[config.mk]
export PLATFORM = sky130hd
export DESIGN_NAME = pc_unit
export DESIGN_NICKNAME = d
export VERILOG_FILES = /design/src/rtl/pc_unit.sv
export SDC_FILE = /design/constraint.sdc
export NUM_CORES = 1
export LEC_CHECK = 0
export BUFFER_PORTS_ARGS = -buffer_cell sky130_fd_sc_hd__buf_4
export CAP_MARGIN = 10
export CORE_AREA = 2 2 102 84
export DETAILED_ROUTE_END_ITERATION = 6
export DIE_AREA = 0 0 104 86
export PLACE_DENSITY = 0.83
export SLEW_MARGIN = 40
export SYNTH_ARGS = -nofsm -noshare
export SYNTH_HDL_FRONTEND = slang
export SYNTH_SLANG_ARGS = --single-unit
[constraint.sdc]
create_clock -name clk -period 4.9 [get_ports clk]
set_input_delay 0.98 -clock clk [delete_from_list [all_inputs] [get_ports clk]]
set_output_delay 0.98 -clock clk [all_outputs]
set_load 0.02 [all_outputs]
[src/rtl/pc_unit.sv]
// pc_unit: fetch program counter with increment, stall hold, redirect load and flush pulse.
// Optional PC_MISALIGN_CHECK_EN traps misaligned redirect targets to TRAP_VECTOR.
module pc_unit #(
    parameter int              XLEN         = 32,
    parameter logic [XLEN-1:0] RESET_VECTOR = '0,
    parameter int              INC          = 4,
    parameter logic [XLEN-1:0] TRAP_VECTOR  = 'h80
) (
    input  logic            clk,
    input  logic            reset,
    input  logic            stall_i,
    input  logic            redirect_i,
    input  logic [XLEN-1:0] target_i,
    output logic [XLEN-1:0] pc_out,
    output logic [XLEN-1:0] pc_next,
    output logic [XLEN-1:0] pc_plus_inc,
    output logic [XLEN-1:0] pc_prev,
    output logic            flush_o,
    output logic            misalign_o
);
    localparam logic [XLEN-1:0] INC_W = XLEN'(INC);
    logic [XLEN-1:0] pc_q, pc_d, prev_q, prev_d, tgt;
    logic            flush_q;
`ifdef PC_MISALIGN_CHECK_EN
    logic mis_q, mis_d;
    always_comb begin
        mis_d = redirect_i && (target_i[1:0] != 2'b00);
        tgt   = mis_d ? TRAP_VECTOR : target_i;
    end
    always_ff @(posedge clk or posedge reset)
        if (reset) mis_q <= 1'b0;
        else       mis_q <= mis_d;
    assign misalign_o = mis_q;
`else
    logic unused_bits;
    assign unused_bits = ^{TRAP_VECTOR, target_i[1:0]};
    assign tgt         = {target_i[XLEN-1:2], 2'b00};
    assign misalign_o  = 1'b0;
`endif
    // pc_prev only moves when the PC actually changes, so a redirect to the current PC keeps it.
    always_comb begin
        pc_d   = redirect_i ? tgt : stall_i ? pc_q : pc_q + INC_W;
        prev_d = (pc_d != pc_q) ? pc_q : prev_q;
    end
    always_ff @(posedge clk or posedge reset)
        if (reset) begin
            pc_q    <= RESET_VECTOR;
            prev_q  <= RESET_VECTOR;
            flush_q <= 1'b0;
        end else begin
            pc_q    <= pc_d;
            prev_q  <= prev_d;
            flush_q <= redirect_i;
        end
    assign pc_out      = pc_q;
    assign pc_next     = pc_d;
    assign pc_plus_inc = pc_q + INC_W;
    assign pc_prev     = prev_q;
    assign flush_o     = flush_q;
endmodule
# Word level (Yosys, flattened, before mapping)
# Cells that the tools add are included.
# classes
add_sub_neg	1
n_mux	2
eq_ne	1
# op_table
op	n
$mux W32	2
$add A32 B3 Y32 const B	1
$ne A32 B32 Y1	1
# totals
out_inout_bits	130
ff_bits	65
input_bits	36
elab_cells	7

# Depth between registers and ports, before layout
# logic_depth
word_depth	4
depth_mapped	8
mapped_depth_nobuf	7

# Worst setup path before layout
# Ideal clock, no wire load.
# synth_timing
path_kind	input port to output port
from	input port stall_i
to	output port pc_next[22]
stages	6
setup_slack_ns	1.471
required_time_ns	3.920
t_arrival_ns	2.449
path_buffers	1
path_cell_list	clkbuf_1 > nor3_1 > nand2_1 > nor2_1 > xnor2_1 > o21ai_0
# synth_between
elab_chain_len	2
# synth_lines
item	line	source
start, declared	11	input logic stall_i,
$mux W32 (2 in a row)	42	pc_d = redirect_i ? tgt : stall_i ? pc_q : pc_q + INC_W;
end, declared	15	output logic [XLEN-1:0] pc_next,
# Every way passes these cells.

# Worst setup path after layout
# layout_timing
from	register pc_q[10] (netlist: pc_out[10])
to	output port pc_next[31]
# layout_between
elab_chain_len	3
# layout_lines
item	line	source
start, declared	22	logic [XLEN-1:0] pc_q, pc_d, prev_q, prev_d, tgt;
start signal, assigned	51	pc_q <= pc_d;
$add A32 B3 Y32	42	
$mux W32 (2 in a row)	42	
# Every way passes these cells.

==> results.json <==
{
  "outcome": "completed",
  "count_of_input_and_output_buffers": 162,
  "cts_setup_buffers": 0,
  "clock-root-buffer": "sky130_fd_sc_hd__clkbuf_8",
  "fillcell_total": 648,
  "setup_viol_count_final": 0,
  "grtUsageTotal": 0.2543,
  "maxCapViolCount": 0,
  "firstDrtPassIters": 4,
  "sequential_cell_area_um2": 1627,
  "path_max_fanout": 11,
  "tritoncts_num_sinks": 65,
  "post_cts_resize_count": 0,
  "max_stage_delay_ns": 0.62,
  "worst_clock_skew_ns": 0.01771,
  "worst_setup_hold_path_clk_slew_ns": 0.07,
  "synth_cells": 393,
  "synth_area_leaders": "sky130_fd_sc_hd__dfrtp_1 (42%), sky130_fd_sc_hd__xnor2_1 (12%), sky130_fd_sc_hd__mux2_2 (9.7%)",
  "drive_above_1_share": 0.4221,
  "timing.rr.start": "pc_out[2]",
  "max_clock_freq_mhz": 255.5,
  "finalHoldViolCount": 0,
  "cp_cell_sequence": "nand4_2 -> or4_4 -> nor2_1 -> nand4b_1 -> xor2_1 -> o21ai_0 -> buf_4",
  "io-pin-count": 166,
  "hold_start": "pc_prev[7]",
  "timing.critical_path.required_ns": 3.92,
  "mappedNetlistNets": 430,
  "multi_input_comb_area_um2": 2011,
  "cts_buffer_count": 9,
  "first_iter_violations": 183,
  "synth_area_per_cell_um2": 9.777,
  "detail-route-antenna-nets": 0,
  "combPwrFrac": 0.310,
  "grt_setup_unrepaired": "false",
  "clock_latency_of_the_later_clocked_register_in_the_worst_skew_pair_ns": 0.34,
  "synth_largest_type_area_fraction": 0.4233,
  "p_sw_frac": 0.3449,
  "detailed_place_hpwl_um": 8314,
  "netlist_area_um2": 3842,
  "synth.yosys.seq_area_share": 0.4233,
  "detail_route.wl_per_cell_um": 17.60,
  "synth_enable_flop_cells": 0,
  "finalMaxSlewViolations": 0,
  "largest_net_degree_at_the_start_of_global_routing": 68,
  "worst_ir_drop_vdd_v": 0.0002162,
  "leakagePower_nw": 2.370,
  "via_count_of_the_first_global_routing_pass": 3328,
  "critPathLaunchType": "flop",
  "viasPerCell": 5.243,
  "power_switching_w": 0.0005658,
  "die_height_um": 86,
  "h-tree-depth": 3,
  "cts_tree": "built",
  "timing.setup.critical_path_class": "flop to primary output",
  "grt.overflow.total": 0,
  "start_util": 0.4903,
  "minimum_period_implied_by_the_final_worst_setup_slack_ns": 3.914,
  "finish.net_count": 566,
  "globalplace.congestion": 0.8781,
  "dieArea_um2": 8944,
  "sequentialPowerShare": 0.407,
  "placed_area_um2": 5009,
  "crit_path_end_kind": "primary output",
  "power_internal_w": 0.001075,
  "timing_worst_slew_pin_value_ns": 0.6187,
  "async_reset_ff_frac": 1.000,
  "fin_crit_sh": 0.7988,
  "power-per-cell-area_nw_per_um2": 314.2,
  "ant_diodes": 0,
  "cts.hold.buffers_added": 0,
  "synth_area_leader_cell": "sky130_fd_sc_hd__dfrtp_1",
  "worst_path_max_delay_cell": "sky130_fd_sc_hd__dfrtp_1",
  "placementRows": 29,
  "wire_length_of_the_first_global_routing_pass_um": 17840,
  "deepest_clock_path_buffer_count": 2,
  "finalWirelength_um": 11280,
  "synth-seq-cells": 65,
  "synth_cell_types": 37,
  "area_growth_pct": 35.88,
  "drc_errors": 0,
  "floorplan_core_area_um2": 7838,
  "worstPathArrival_ns": 2.93,
  "min_path_type": "flop to flop",
  "detailed_route_via_count": 3361,
  "antenna_violations_before_repair": 0,
  "max_slew_margin": 0.5876,
  "ys.flop_type": "sky130_fd_sc_hd__dfrtp_1",
  "yosys_warnings": 0,
  "die_w_um": 104,
  "cp-startpoint": "pc_out[10]",
  "power.share.clock": 0.284,
  "finalSetupTns_ns": 0,
  "stdcell_area_um2": 5221
}
layout by cell type, fill, tap and decap left out, drive strengths merged:
cell type / synthesis / final
a211oi: 1 / 1
a21oi: 1 / 1
and3: 3 / 3
buf: 19 / 163
bufinv: 0 / 1
clkbuf: 19 / 12
clkinv: 0 / 2
conb: 1 / 1
dfrtp: 65 / 65
ha: 1 / 1
inv: 7 / 7
mux2: 33 / 33
mux2i: 2 / 2
nand2: 42 / 42
nand2b: 3 / 3
nand3: 15 / 15
nand4: 10 / 10
nand4b: 1 / 1
nor2: 27 / 27
nor2b: 4 / 4
nor3: 11 / 11
nor3b: 1 / 1
nor4: 6 / 6
o2111ai: 2 / 2
o21ai: 28 / 28
o221a: 1 / 1
o22ai: 1 / 1
or2: 4 / 4
or4: 1 / 1
xnor2: 54 / 54
xor2: 30 / 30
critical path, delay by kind of cell, from the launching register on:
family	cells	cell delay, ns
AND/OR/NAND/NOR	4	1.33
XOR/XNOR	1	0.20
AO/OA/AOI/OAI	1	0.25
buffers and inverters	1	0.20
flip-flops	1	0.62
worst paths after layout:
check	endpoint	slack [ns]	depth (start not counted)
setup / recovery	pc_next[31]	0.99	7
hold / removal	pc_prev[7]	0.51	1
setup reg to reg	pc_prev[20]	2.28	7
hold reg to reg	pc_prev[7]	0.51	1
max in group asynchronous	pc_out[4]	3.66	3
min in group asynchronous	pc_out[10]	0.81	3
power by group through the flow:
stage               Sequential (W)  Combinational [W]  Clock, W
global placement          0.000670           0.000503         0
CTS                       0.000666           0.000511  0.000476
finish                    0.000667           0.000508  0.000465
floorplan                 0.000698           0.000259         0
global route              0.000676           0.000540  0.000492
detailed placement        0.000676           0.000510         0
through the flow:
stage / util / total power (W) / hold slack (ns) / setup slack [ns] / std cells
2_1_floorplan: - / 0.0009569 / 0.6352 / 1.471 / 393
3_3_place_gp: 0.6390 / 0.001174 / 0.4881 / 0.9459 / 626
6_report: 0.6662 / 0.001640 / 0.5070 / 0.9861 / 641
4_1_cts: 0.6640 / 0.001653 / 0.5093 / 0.7584 / 641
5_1_grt: 0.6662 / 0.001709 / 0.5193 / 0.7091 / 641
3_5_place_dp: 0.6390 / 0.001186 / 0.4947 / 0.9011 / 626
Yosys cell counts (2+ instances only):
master / instances
sky130_fd_sc_hd__nor2_1: 27
sky130_fd_sc_hd__or2_2: 3
sky130_fd_sc_hd__mux2_2: 33
sky130_fd_sc_hd__o21ai_0: 23
sky130_fd_sc_hd__buf_2: 10
sky130_fd_sc_hd__nor4_1: 5
sky130_fd_sc_hd__xor2_1: 30
sky130_fd_sc_hd__o2111ai_1: 2
sky130_fd_sc_hd__and3_1: 3
sky130_fd_sc_hd__clkbuf_1: 19
sky130_fd_sc_hd__o21ai_1: 5
sky130_fd_sc_hd__nor3_2: 4
sky130_fd_sc_hd__buf_4: 8
sky130_fd_sc_hd__mux2i_1: 2
sky130_fd_sc_hd__nor3_1: 7
sky130_fd_sc_hd__xnor2_1: 54
sky130_fd_sc_hd__nor2b_1: 4
sky130_fd_sc_hd__inv_1: 7
sky130_fd_sc_hd__nand4_1: 8
sky130_fd_sc_hd__nand2_1: 42
sky130_fd_sc_hd__nand2b_1: 3
sky130_fd_sc_hd__nand3_1: 15
sky130_fd_sc_hd__dfrtp_1: 65
layout make-up:
class                      count  share of cell area
clock buffer                  12             0.02971
timing repair buffer         163              0.2351
multi-input combinational    283              0.3851
clock inverter                 3            0.007668
tap                          108             0.02588
inverter                       7            0.005032
sequential                    65              0.3115
layer usage:
| metal | GRT usage | vias up | wire (um) |
|---|---|---|---|
| met5 | 0 | - | 0 |
| met1 | 0.3369 | 1620 | 4845 |
| li1 | - | 1567 | - |
| met4 | 0.05405 | 0 | 121 |
| met3 | 0.05319 | 15 | 790 |
| met2 | 0.4360 | 159 | 5523 |
logic make-up after synthesis:
| kind of cell | Yosys count | synth area share |
|---|---|---|
| xor+xnor | 84 | 0.1915 |
| flops | 65 | 0.4233 |
| fa+ha+maj | 1 | 0.003256 |
| buf+inv | 45 | 0.05699 |
| compound gates | 34 | 0.04884 |
| other cells | 1 | 0.0009759 |
| simple gates | 128 | 0.1732 |
| mux | 35 | 0.1019 |
flip-flops by register name, summed over array words and instances (netlist names):
| signal | count |
|---|---|
| flush_o | 1 |
| pc_out | 32 |
| pc_prev | 32 |
(Power assumes the default switching activity.)
